File: src/rtl/sap2_pkg.sv
// ============================================================================
// Module  : sap2_pkg
// Brief   : Shared SAP-2 constants: program counter width and reset address.
// Revision: 1.0 - initial release
// ============================================================================
`default_nettype none

package sap2_pkg;
  localparam int              PC_ADDR_W     = 16;
  localparam logic [15:0]     PC_RESET_ADDR = 16'h0000;
endpackage

`default_nettype wire

File: src/rtl/return_stack_if.sv
// ============================================================================
// Module  : return_stack_if
// Brief   : Control-unit / PC-load-path bundle for the return stack.
// Revision: 1.0 - initial release
// ============================================================================
`default_nettype none

interface return_stack_if #(
  parameter int ADDR_W = sap2_pkg::PC_ADDR_W,
  parameter int DEPTH  = 8
);
  localparam int CNT_W = $clog2(DEPTH + 1);

  logic              call;
  logic              ret;
  logic [ADDR_W-1:0] pc_in;
  logic [ADDR_W-1:0] target;
  logic              clr_err;
  logic              pc_load;
  logic [ADDR_W-1:0] pc_data;
  logic [ADDR_W-1:0] top;
  logic [CNT_W-1:0]  count;
  logic              full;
  logic              empty;
  logic              overflow;
  logic              underflow;

  modport master (
    output call, ret, pc_in, target, clr_err,
    input  pc_load, pc_data, top, count, full, empty, overflow, underflow
  );

  modport slave (
    input  call, ret, pc_in, target, clr_err,
    output pc_load, pc_data, top, count, full, empty, overflow, underflow
  );
endinterface

`default_nettype wire

File: src/rtl/return_stack_mem.sv
// ============================================================================
// Module  : return_stack_mem
// Brief   : DEPTH x ADDR_W register array, synchronous write, async read.
// Revision: 1.0 - initial release
// ============================================================================
`default_nettype none

module return_stack_mem #(
  parameter int ADDR_W = 16,
  parameter int DEPTH  = 8
) (
  input  wire logic                     clk,
  input  wire logic                     we_i,
  input  wire logic [$clog2(DEPTH)-1:0] waddr_i,
  input  wire logic [ADDR_W-1:0]        wdata_i,
  input  wire logic [$clog2(DEPTH)-1:0] raddr_i,
  output      logic [ADDR_W-1:0]        rdata_o
);
  logic [ADDR_W-1:0] mem_q [DEPTH];

  always_ff @(posedge clk) begin
    if (we_i) mem_q[waddr_i] <= wdata_i;
  end

  assign rdata_o = mem_q[raddr_i];
endmodule

`default_nettype wire

File: src/rtl/return_stack.sv
// ============================================================================
// Module  : return_stack
// Brief   : CALL/RET address stack driving the PC load path.
// Revision: 1.0 - initial release
// ============================================================================
`default_nettype none

module return_stack
  import sap2_pkg::*;
#(
  parameter int ADDR_W = sap2_pkg::PC_ADDR_W,
  parameter int DEPTH  = 8
) (
  input wire logic      clk,
  input wire logic      rst,
  return_stack_if.slave bus
);
  localparam int CNT_W = $clog2(DEPTH + 1);
  localparam int IDX_W = $clog2(DEPTH);
  localparam logic [CNT_W-1:0] C_ONE  = CNT_W'(1);
  localparam logic [CNT_W-1:0] C_FULL = CNT_W'(DEPTH);

  logic [CNT_W-1:0]  count_q, count_d;
  logic              pc_load_q, pc_load_d;
  logic [ADDR_W-1:0] pc_data_q, pc_data_d;
  logic              ovf_q, ovf_d;
  logic              unf_q, unf_d;
  logic              we;
  logic [IDX_W-1:0]  waddr, raddr;
  logic [ADDR_W-1:0] rdata;
  logic              full, empty;

  assign full  = (count_q == C_FULL);
  assign empty = (count_q == '0);
  assign raddr = empty ? '0 : IDX_W'(count_q - C_ONE);

  return_stack_mem #(.ADDR_W(ADDR_W), .DEPTH(DEPTH)) u_mem (
    .clk    (clk),
    .we_i   (we),
    .waddr_i(waddr),
    .wdata_i(bus.pc_in),
    .raddr_i(raddr),
    .rdata_o(rdata)
  );

  always_comb begin
    count_d   = count_q;
    pc_load_d = 1'b0;
    pc_data_d = pc_data_q;
    ovf_d     = bus.clr_err ? 1'b0 : ovf_q;
    unf_d     = bus.clr_err ? 1'b0 : unf_q;
    we        = 1'b0;
    waddr     = IDX_W'(count_q);
    unique case ({bus.call, bus.ret})
      2'b10: begin
        pc_load_d = 1'b1;
        pc_data_d = bus.target;
        if (full) begin
          ovf_d = 1'b1;
        end else begin
          we      = 1'b1;
          count_d = count_q + C_ONE;
        end
      end
      2'b01: begin
        if (empty) begin
          unf_d = 1'b1;
        end else begin
          pc_load_d = 1'b1;
          pc_data_d = rdata;
          count_d   = count_q - C_ONE;
        end
      end
      2'b11: begin
        // Pop-then-push: overwrite the top in place; empty degrades to a push.
        pc_load_d = 1'b1;
        pc_data_d = bus.target;
        we        = 1'b1;
        if (empty) begin
          waddr   = '0;
          count_d = C_ONE;
          unf_d   = 1'b1;
        end else begin
          waddr = raddr;
        end
      end
      default: ;
    endcase
    if (rst) we = 1'b0;
  end

  always_ff @(posedge clk) begin
    if (rst) begin
      count_q   <= '0;
      pc_load_q <= 1'b0;
      pc_data_q <= ADDR_W'(PC_RESET_ADDR);
      ovf_q     <= 1'b0;
      unf_q     <= 1'b0;
    end else begin
      count_q   <= count_d;
      pc_load_q <= pc_load_d;
      pc_data_q <= pc_data_d;
      ovf_q     <= ovf_d;
      unf_q     <= unf_d;
    end
  end

  assign bus.pc_load   = pc_load_q;
  assign bus.pc_data   = pc_data_q;
  assign bus.count     = count_q;
  assign bus.full      = full;
  assign bus.empty     = empty;
  assign bus.top       = empty ? '0 : rdata;
  assign bus.overflow  = ovf_q;
  assign bus.underflow = unf_q;
endmodule

`default_nettype wire

File: src/flat_wrapper.sv
// flat-port wrapper written by rule: the top's interface ports become plain ports
module return_stack_flat import sap2_pkg::*;
#(
  parameter int ADDR_W = sap2_pkg::PC_ADDR_W,
  parameter int DEPTH  = 8
)
  (clk, rst, bus_call, bus_ret, bus_pc_in, bus_target, bus_clr_err, bus_pc_load, bus_pc_data, bus_top, bus_count, bus_full, bus_empty, bus_overflow, bus_underflow);
  return_stack_if #(.ADDR_W(ADDR_W), .DEPTH(DEPTH)) bus_i ();
  input wire logic clk;
  input wire logic rst;
  input wire logic [$bits(bus_i.call)-1:0] bus_call;
  input wire logic [$bits(bus_i.ret)-1:0] bus_ret;
  input wire logic [$bits(bus_i.pc_in)-1:0] bus_pc_in;
  input wire logic [$bits(bus_i.target)-1:0] bus_target;
  input wire logic [$bits(bus_i.clr_err)-1:0] bus_clr_err;
  output wire logic [$bits(bus_i.pc_load)-1:0] bus_pc_load;
  output wire logic [$bits(bus_i.pc_data)-1:0] bus_pc_data;
  output wire logic [$bits(bus_i.top)-1:0] bus_top;
  output wire logic [$bits(bus_i.count)-1:0] bus_count;
  output wire logic [$bits(bus_i.full)-1:0] bus_full;
  output wire logic [$bits(bus_i.empty)-1:0] bus_empty;
  output wire logic [$bits(bus_i.overflow)-1:0] bus_overflow;
  output wire logic [$bits(bus_i.underflow)-1:0] bus_underflow;
  assign bus_i.call = bus_call;
  assign bus_i.ret = bus_ret;
  assign bus_i.pc_in = bus_pc_in;
  assign bus_i.target = bus_target;
  assign bus_i.clr_err = bus_clr_err;
  assign bus_pc_load = bus_i.pc_load;
  assign bus_pc_data = bus_i.pc_data;
  assign bus_top = bus_i.top;
  assign bus_count = bus_i.count;
  assign bus_full = bus_i.full;
  assign bus_empty = bus_i.empty;
  assign bus_overflow = bus_i.overflow;
  assign bus_underflow = bus_i.underflow;
  return_stack #(.ADDR_W(ADDR_W), .DEPTH(DEPTH)) u_core (.clk(clk), .rst(rst), .bus(bus_i));
endmodule
File: config.mk
export PLATFORM = sky130hd
export DESIGN_NAME = return_stack_flat
export DESIGN_NICKNAME = d
export VERILOG_FILES = /design/src/rtl/sap2_pkg.sv /design/src/rtl/return_stack_if.sv /design/src/rtl/return_stack_mem.sv /design/src/rtl/return_stack.sv /design/src/flat_wrapper.sv
export SDC_FILE = /design/constraint.sdc
export NUM_CORES = 1
export LEC_CHECK = 0
export CAP_MARGIN = 5
export CORE_MARGIN = 2
export CORE_UTILIZATION = 56
export CTS_CLUSTER_SIZE = 25
export DETAILED_ROUTE_END_ITERATION = 12
export PLACE_DENSITY = 0.83
export RECOVER_POWER = 100
export REMOVE_ABC_BUFFERS = 1
export SLEW_MARGIN = 20
export SYNTH_ARGS = -nofsm -noshare
export SYNTH_HDL_FRONTEND = slang
export SYNTH_SLANG_ARGS = --single-unit
File: constraint.sdc
create_clock -name clk -period 3.65 [get_ports clk]
set_input_delay 0.73 -clock clk [delete_from_list [all_inputs] [get_ports clk]]
set_output_delay 0.73 -clock clk [all_outputs]
set_load 0.005 [all_outputs]
==> results of run 1 <==
[per-stage QoR]
stage,cell area [um2],instances
finish,8250,749
global route,8250,749
CTS,8210,749
detailed placement,7630,718
global placement,7630,718
floorplan,6380,462
[how the worst max path moves through the flow]
stage                       end  slack, ns                 from  cells past startpoint
floorplan            bus_top[0]      -1.32  u_core.bus.count[0]                      5
global placement     bus_top[8]       0.41  u_core.bus.count[0]                      9
detailed placement   bus_top[8]       0.38  u_core.bus.count[1]                      9
CTS                 bus_top[15]       0.01  u_core.bus.count[1]                      9
global route        bus_top[12]     -0.003  u_core.bus.count[0]                      9
finish               bus_top[6]       0.09  u_core.bus.count[0]                      9
[flip-flops by register name, summed over array words and instances, names as in the netlist]
register and flops:
u_core.bus.pc_data 16, u_core.bus.pc_load 1, u_core.u_mem.mem_q 128, u_core.bus.overflow 1
u_core.bus.underflow 1, u_core.bus.count 4
[final cells by class]
cell class                      instances  area [um2]
Clock buffer                           18         429
Sequential cell                       151        4310
Tap cell                              143         179
Timing Repair Buffer                  113        1000
Multi-Input combinational cell        303        2160
Fill cell                             729        3220
Clock inverter                         13         138
Inverter                                8        35.0
[cells by family after synthesis]
kind of cell / count (synthesis) / synth area share [%]
DFF: 151 / 65.1
and+or+nand+nor: 142 / 10.6
muxes: 33 / 5.30
adders and majority gates: 2 / 0.379
buffers and inverters: 53 / 3.92
xor gates and xnor gates: 2 / 0.265
AOI/OAI and AO/OA: 124 / 14.4
[worst max-delay path, cell delays in order, from the launching register on]
cell and delay (ns):
sky130_fd_sc_hd__dfxtp_1 0.33, sky130_fd_sc_hd__inv_1 0.13, sky130_fd_sc_hd__ha_4 0.15, sky130_fd_sc_hd__or3b_4 0.42, sky130_fd_sc_hd__inv_6 0.17, sky130_fd_sc_hd__nor2_1 0.09
sky130_fd_sc_hd__buf_4 0.21, sky130_fd_sc_hd__a221oi_1 0.37, sky130_fd_sc_hd__nor3_1 0.08, sky130_fd_sc_hd__clkdlybuf4s50_1 0.45
[metal layers]
metal  up-vias  track usage [%]  wire length (um)
met5         -                0                 0
met4         0             13.4               423
met3        41             7.34              1710
met2       303             44.1              8550
met1      2416             36.4              6710
li1       2150                -                 -
[power groups by stage]
stage	sequential (mW)	combinational (mW)	clock (mW)
after global routing	2.08	2.56	1.77
after floorplan	2.18	1.10	0
after global placement	2.09	2.18	0
final	2.07	2.41	1.70
after CTS	2.07	2.29	1.70
after detailed placement	2.10	2.24	0
[Yosys cell counts (17+ instances only)]
cell | n | area share [%]
sky130_fd_sc_hd__edfxtp_1 | 128 | 58
sky130_fd_sc_hd__nor3_1 | 35 | 2.7
sky130_fd_sc_hd__nor2_1 | 29 | 1.6
sky130_fd_sc_hd__nand2_1 | 26 | 1.5
sky130_fd_sc_hd__dfxtp_1 | 23 | 7.0
sky130_fd_sc_hd__clkbuf_1 | 21 | 1.2
sky130_fd_sc_hd__nand2b_1 | 19 | 1.8
sky130_fd_sc_hd__nand3_1 | 19 | 1.4
sky130_fd_sc_hd__mux2i_1 | 17 | 2.6
sky130_fd_sc_hd__o211ai_1 | 17 | 1.9
sky130_fd_sc_hd__o21ai_0 | 17 | 1.3
[timing repair]
item | in CTS | in global routing
hold buffers | 0 | 0
pin swaps | 0 | 0
resized for setup | 4 | 23
setup endpoints to repair | 15 | 16
cloned | 0 | 0
==> run_summary.xml, run 1 <==
<?xml version="1.0" encoding="UTF-8"?>
<metrics>
  <group name="synthesis">
    <metric name="post_synth.cell_area_avg" unit="um2">13.0</metric>
    <metric name="syn-instance-count" unit="">507</metric>
    <metric name="synth.distinct_cells" unit="">49</metric>
    <metric name="yosys_most_used_dff" unit="">sky130_fd_sc_hd__edfxtp_1</metric>
    <metric name="synth_warnings" unit="">0</metric>
    <metric name="synthesis.area" unit="um2">6610</metric>
    <metric name="ys_seq_area_share" unit="%">65.1</metric>
    <metric name="fraction_of_registers_with_async_set_or_reset_after_synthesis" unit="%">0</metric>
    <metric name="postSynthRegisterBits" unit="">151</metric>
    <metric name="synth_enable_flop_cells" unit="">128</metric>
  </group>
  <group name="detailed_routing">
    <metric name="drtAntennaViolNets" unit="">0</metric>
    <metric name="avgViaCountPerCell" unit="">6.56</metric>
    <metric name="routed-via-count" unit="">4910</metric>
    <metric name="routed_wl" unit="um">17400</metric>
    <metric name="detail_route.iter0.violations" unit="">561</metric>
    <metric name="first_pass_iters" unit="">5</metric>
    <metric name="detail_route.wl_per_cell" unit="um">23.2</metric>
    <metric name="remaining_drc_errors" unit="">0</metric>
  </group>
  <group name="worst_setup_path">
    <metric name="timing.reg2reg.worst_path_depth" unit="">9</metric>
    <metric name="regToRegSetupSlack" unit="ns">0.54</metric>
    <metric name="critical_path.reg2reg.endpoint" unit="">u_core.u_mem.mem_q[2][7]</metric>
    <metric name="endpoint_kind" unit="">primary output</metric>
    <metric name="timing.setup.critical_path_class" unit="">reg -&gt; out</metric>
    <metric name="worst_ep_arrival_time" unit="ns">2.83</metric>
    <metric name="worstSetupStartpointType" unit="">flip-flop</metric>
    <metric name="cp.required" unit="ns">2.92</metric>
    <metric name="rr_startpoint" unit="">u_core.bus.count[0]</metric>
    <metric name="critical_path.max_fanout" unit="">17</metric>
  </group>
  <group name="clock_tree">
    <metric name="cts.htree.levels" unit="">4</metric>
    <metric name="cts_tree" unit="">done</metric>
    <metric name="clkSinkCount" unit="">151</metric>
    <metric name="clock-root-buffer" unit="">sky130_fd_sc_hd__clkbuf_16</metric>
    <metric name="clock_path_buffers" unit="">2</metric>
    <metric name="worst_setup_hold_path_clk_slew" unit="ns">0.06</metric>
    <metric name="number_of_buffers_inserted_by_post_cts_setup_repair" unit="">0</metric>
    <metric name="insertion_delay" unit="ns">0.42</metric>
    <metric name="cts_inserted_buffers" unit="">17</metric>
  </group>
  <group name="timing">
    <metric name="final_min_period_over_clock_period" unit="%">97.6</metric>
    <metric name="achievable-frequency" unit="MHz">281</metric>
    <metric name="hold_viol" unit="">0</metric>
    <metric name="fin_setup_tns" unit="ns">0</metric>
    <metric name="worst-slew-pin-transition" unit="ns">1.19</metric>
    <metric name="timing.slew.headroom" unit="%">20.5</metric>
    <metric name="setup_ws" unit="ns">0.0870</metric>
    <metric name="timing.final.max_slew_violations" unit="">0</metric>
    <metric name="hold_slack" unit="ns">0.465</metric>
    <metric name="min_period" unit="ns">3.56</metric>
    <metric name="final_report_setup_violation_count" unit="">0</metric>
    <metric name="finalClockSkew" unit="ns">0.00892</metric>
  </group>
  <group name="min_path">
    <metric name="min-delay-start" unit="">u_core.bus.overflow</metric>
    <metric name="hp-class" unit="">reg -&gt; reg</metric>
    <metric name="hold_crit_depth" unit="">2</metric>
    <metric name="endpoint_of_the_worst_hold_timing_path" unit="">u_core.bus.overflow</metric>
  </group>
  <group name="layout">
    <metric name="design.final.nets" unit="">633</metric>
    <metric name="most_common_cell_after_layout_fill_and_taps_aside" unit="">sky130_fd_sc_hd__edfxtp_1</metric>
    <metric name="diodes" unit="">0</metric>
    <metric name="layout_common_cells" unit="">sky130_fd_sc_hd__edfxtp_1 (128), sky130_fd_sc_hd__dlygate4sd3_1 (39), sky130_fd_sc_hd__clkdlybuf4s50_1 (38)</metric>
    <metric name="final_core_utilization" unit="%">72.0</metric>
    <metric name="layout_overhead_on_the_synthesized_area" unit="%">24.8</metric>
    <metric name="post_route_cells_drive_above_1_share" unit="%">15.8</metric>
  </group>
  <group name="power">
    <metric name="p_leak" unit="nW">2.75</metric>
    <metric name="power.ir.vdd_worst" unit="mV">0.503</metric>
    <metric name="power.combinational.fraction" unit="%">39.1</metric>
    <metric name="switching_share" unit="%">34.0</metric>
    <metric name="p_int" unit="mW">4.08</metric>
    <metric name="power.share.sequential" unit="%">33.4</metric>
    <metric name="clockPowerShare" unit="%">27.5</metric>
    <metric name="total_power_per_unit_cell_area" unit="nW/um2">749</metric>
    <metric name="design_power_total" unit="mW">6.18</metric>
    <metric name="power.switching" unit="mW">2.10</metric>
  </group>
  <group name="floorplanning">
    <metric name="fp.coreArea" unit="um2">11500</metric>
    <metric name="num_rows" unit="">39</metric>
    <metric name="top_level_ports" unit="">78</metric>
    <metric name="initial_core_util" unit="%">57.6</metric>
    <metric name="dieArea" unit="um2">12700</metric>
    <metric name="floorplan.die.width" unit="um">113</metric>
    <metric name="die_span_in_y" unit="um">113</metric>
  </group>
  <group name="global_routing">
    <metric name="grt_pass1_vias" unit="">4886</metric>
    <metric name="grt_overflow_total" unit="">0</metric>
    <metric name="grt_first_pass_wirelength" unit="um">26600</metric>
    <metric name="track_usage" unit="%">28.0</metric>
    <metric name="antenna_found_initial" unit="">0</metric>
    <metric name="grt_start_max_net_pins" unit="">93</metric>
  </group>
  <group name="placed_design">
    <metric name="gpl.final_weighted_congestion" unit="">0.865</metric>
    <metric name="post-dp-hpwl" unit="um">10500</metric>
    <metric name="io_buffers" unit="">77</metric>
    <metric name="pre_cts_slack" unit="ns">0.384</metric>
  </group>
  <group name="run_status">
    <metric name="status" unit="">finished clean</metric>
  </group>
  <group name="flow_run">
    <metric name="max_cap_violations" unit="">0</metric>
  </group>
</metrics>
Note: power is estimated with default switching activity, not from simulation.
==> run 2, diff against run 1 <==
- CAP_MARGIN: 5 -> 20
- CTS_BUF_LIST: unset -> sky130_fd_sc_hd__clkbuf_16
- SLEW_MARGIN: 20 -> unset
==> run_summary.xml, run 2 (synthesis gave the netlist of run 1 again) <==
<?xml version="1.0" encoding="UTF-8"?>
<metrics>
  <group name="timing">
    <metric name="finalClockSkew" unit="ns">0.00799</metric>
    <metric name="final_min_period_over_clock_period" unit="%">97.5</metric>
    <metric name="hold_viol" unit="">0</metric>
    <metric name="final_report_setup_violation_count" unit="">0</metric>
    <metric name="achievable-frequency" unit="MHz">281</metric>
    <metric name="timing.final.max_slew_violations" unit="">0</metric>
    <metric name="min_period" unit="ns">3.56</metric>
    <metric name="timing.slew.headroom" unit="%">19.5</metric>
    <metric name="setup_ws" unit="ns">0.0917</metric>
    <metric name="hold_slack" unit="ns">0.465</metric>
    <metric name="worst-slew-pin-transition" unit="ns">1.21</metric>
  </group>
  <group name="clock_tree">
    <metric name="cts_inserted_buffers" unit="">17</metric>
    <metric name="cts_tree" unit="">done</metric>
    <metric name="cts.htree.levels" unit="">4</metric>
    <metric name="clock-root-buffer" unit="">sky130_fd_sc_hd__clkbuf_16</metric>
    <metric name="clock_path_buffers" unit="">2</metric>
    <metric name="number_of_buffers_inserted_by_post_cts_setup_repair" unit="">0</metric>
    <metric name="insertion_delay" unit="ns">0.42</metric>
    <metric name="clkSinkCount" unit="">151</metric>
    <metric name="worst_setup_hold_path_clk_slew" unit="ns">0.06</metric>
  </group>
  <group name="global_routing">
    <metric name="grt_pass1_vias" unit="">4886</metric>
    <metric name="grt_start_max_net_pins" unit="">93</metric>
    <metric name="track_usage" unit="%">28.0</metric>
    <metric name="antenna_found_initial" unit="">0</metric>
    <metric name="grt_overflow_total" unit="">0</metric>
    <metric name="grt_first_pass_wirelength" unit="um">26600</metric>
  </group>
  <group name="floorplanning">
    <metric name="top_level_ports" unit="">78</metric>
    <metric name="floorplan.die.width" unit="um">113</metric>
    <metric name="die_span_in_y" unit="um">113</metric>
    <metric name="initial_core_util" unit="%">57.6</metric>
    <metric name="fp.coreArea" unit="um2">11500</metric>
    <metric name="dieArea" unit="um2">12700</metric>
    <metric name="num_rows" unit="">39</metric>
  </group>
  <group name="min_path">
    <metric name="min-delay-start" unit="">u_core.bus.overflow</metric>
    <metric name="endpoint_of_the_worst_hold_timing_path" unit="">u_core.bus.overflow</metric>
    <metric name="hold_crit_depth" unit="">2</metric>
    <metric name="hp-class" unit="">reg -&gt; reg</metric>
  </group>
  <group name="run_status">
    <metric name="status" unit="">finished clean</metric>
  </group>
  <group name="worst_setup_path">
    <metric name="worst_ep_arrival_time" unit="ns">2.83</metric>
    <metric name="max_stage_delay" unit="ns">0.53</metric>
    <metric name="rr_startpoint" unit="">u_core.bus.count[0]</metric>
    <metric name="crit_chain" unit="">inv_1, ha_4, buf_4, nand3b_1, and2_4, buf_2, a21oi_1, nor3_1, clkdlybuf4s50_1</metric>
    <metric name="cp.required" unit="ns">2.92</metric>
    <metric name="critical_path.max_fanout" unit="">7</metric>
    <metric name="crit_path_top_delay_cell" unit="">sky130_fd_sc_hd__clkdlybuf4s50_1</metric>
    <metric name="worstSetupStartpointType" unit="">flip-flop</metric>
    <metric name="regToRegSetupSlack" unit="ns">0.54</metric>
    <metric name="endpoint_kind" unit="">primary output</metric>
    <metric name="critical_path.reg2reg.endpoint" unit="">u_core.u_mem.mem_q[2][7]</metric>
    <metric name="timing.reg2reg.worst_path_depth" unit="">9</metric>
    <metric name="timing.setup.critical_path_class" unit="">reg -&gt; out</metric>
  </group>
  <group name="placed_design">
    <metric name="pre_cts_slack" unit="ns">0.384</metric>
    <metric name="post-dp-hpwl" unit="um">10500</metric>
    <metric name="io_buffers" unit="">77</metric>
    <metric name="gpl.final_weighted_congestion" unit="">0.865</metric>
  </group>
  <group name="detailed_routing">
    <metric name="drtAntennaViolNets" unit="">0</metric>
    <metric name="avgViaCountPerCell" unit="">6.57</metric>
    <metric name="detail_route.wl_per_cell" unit="um">23.2</metric>
    <metric name="detail_route.iter0.violations" unit="">563</metric>
    <metric name="routed_wl" unit="um">17400</metric>
    <metric name="routed-via-count" unit="">4924</metric>
    <metric name="first_pass_iters" unit="">7</metric>
    <metric name="remaining_drc_errors" unit="">0</metric>
  </group>
  <group name="power">
    <metric name="design_power_total" unit="mW">6.18</metric>
    <metric name="power.ir.vdd_worst" unit="mV">0.502</metric>
    <metric name="total_power_per_unit_cell_area" unit="nW/um2">748</metric>
    <metric name="p_leak" unit="nW">2.76</metric>
  </group>
  <group name="layout">
    <metric name="design.final.nets" unit="">633</metric>
    <metric name="layout_common_cells" unit="">sky130_fd_sc_hd__edfxtp_1 (128), sky130_fd_sc_hd__dlygate4sd3_1 (39), sky130_fd_sc_hd__clkdlybuf4s50_1 (38)</metric>
    <metric name="post_route_cells_drive_above_1_share" unit="%">15.8</metric>
    <metric name="registers.top_by_ff_count" unit="">u_core.u_mem.mem_q</metric>
    <metric name="flip_flop_count_of_the_largest_register_after_layout" unit="">128</metric>
    <metric name="most_common_cell_after_layout_fill_and_taps_aside" unit="">sky130_fd_sc_hd__edfxtp_1</metric>
    <metric name="layout_overhead_on_the_synthesized_area" unit="%">24.8</metric>
    <metric name="diodes" unit="">0</metric>
  </group>
  <group name="flow_run">
    <metric name="max_cap_violations" unit="">0</metric>
  </group>
</metrics>
## run 2: how the worst max path moves through the flow
stage	endpoint	depth (start not counted)	start	slack [ns]
after detailed placement	bus_top[8]	9	u_core.bus.count[1]	0.38
after floorplan	bus_top[0]	5	u_core.bus.count[0]	-1.32
after global placement	bus_top[8]	9	u_core.bus.count[0]	0.41
final	bus_top[9]	9	u_core.bus.count[0]	0.09
after global routing	bus_top[12]	9	u_core.bus.count[0]	-0.003
after CTS	bus_top[15]	9	u_core.bus.count[1]	0.01
## run 2: cell type report
| class | count | area, um2 |
|---|---|---|
| flip-flops and latches | 151 | 4310 |
| fillers | 729 | 3220 |
| multi-input cells | 303 | 2160 |
| repair buffers | 113 | 1000 |
| clock buffers | 17 | 425 |
| well taps | 143 | 179 |
| clock inverters | 14 | 141 |
| inverters | 8 | 35.0 |
## run 2: timing repair
action	in CTS	in global routing
endpoints found under the hold margin	0	0
setup endpoints to repair	15	16
hold buffers	0	0
gates resized for setup	4	23
cloned	0	0
## run 2: layer usage
layer  up-vias  wire length, um  global-route usage [%]
met5         -                0                       0
met3        43             1760                    7.34
met1      2420             6680                    36.4
met2       313             8490                    44.1
met4         0              450                    13.4
li1       2148                -                       -
## run 2: metrics by stage
step | std cells | setup TNS, ns | utilization [%] | cell area (um2)
2_1_floorplan | 462 | -145.24 | - | 6380
5_1_grt | 749 | -0.00268 | 72.0 | 8250
3_5_place_dp | 718 | 0 | 66.5 | 7630
3_3_place_gp | 718 | 0 | 66.5 | 7630
6_report | 749 | 0 | 72.0 | 8250
4_1_cts | 749 | 0 | 71.6 | 8210
## run 2: worst max-delay path: cells and delay by family (launching register included)
family          cells  cell delay [ns]
buf+inv             4             1.05
simple gates        3             0.72
flops               1             0.37
compound gates      1             0.10
fa+ha+maj           1             0.17
## run 2: power breakdown
group,internal [mW],switching [mW]
logic,1.02,1.39
clock network,1.05,0.648
registers,2.01,0.0588
total,4.08,2.10
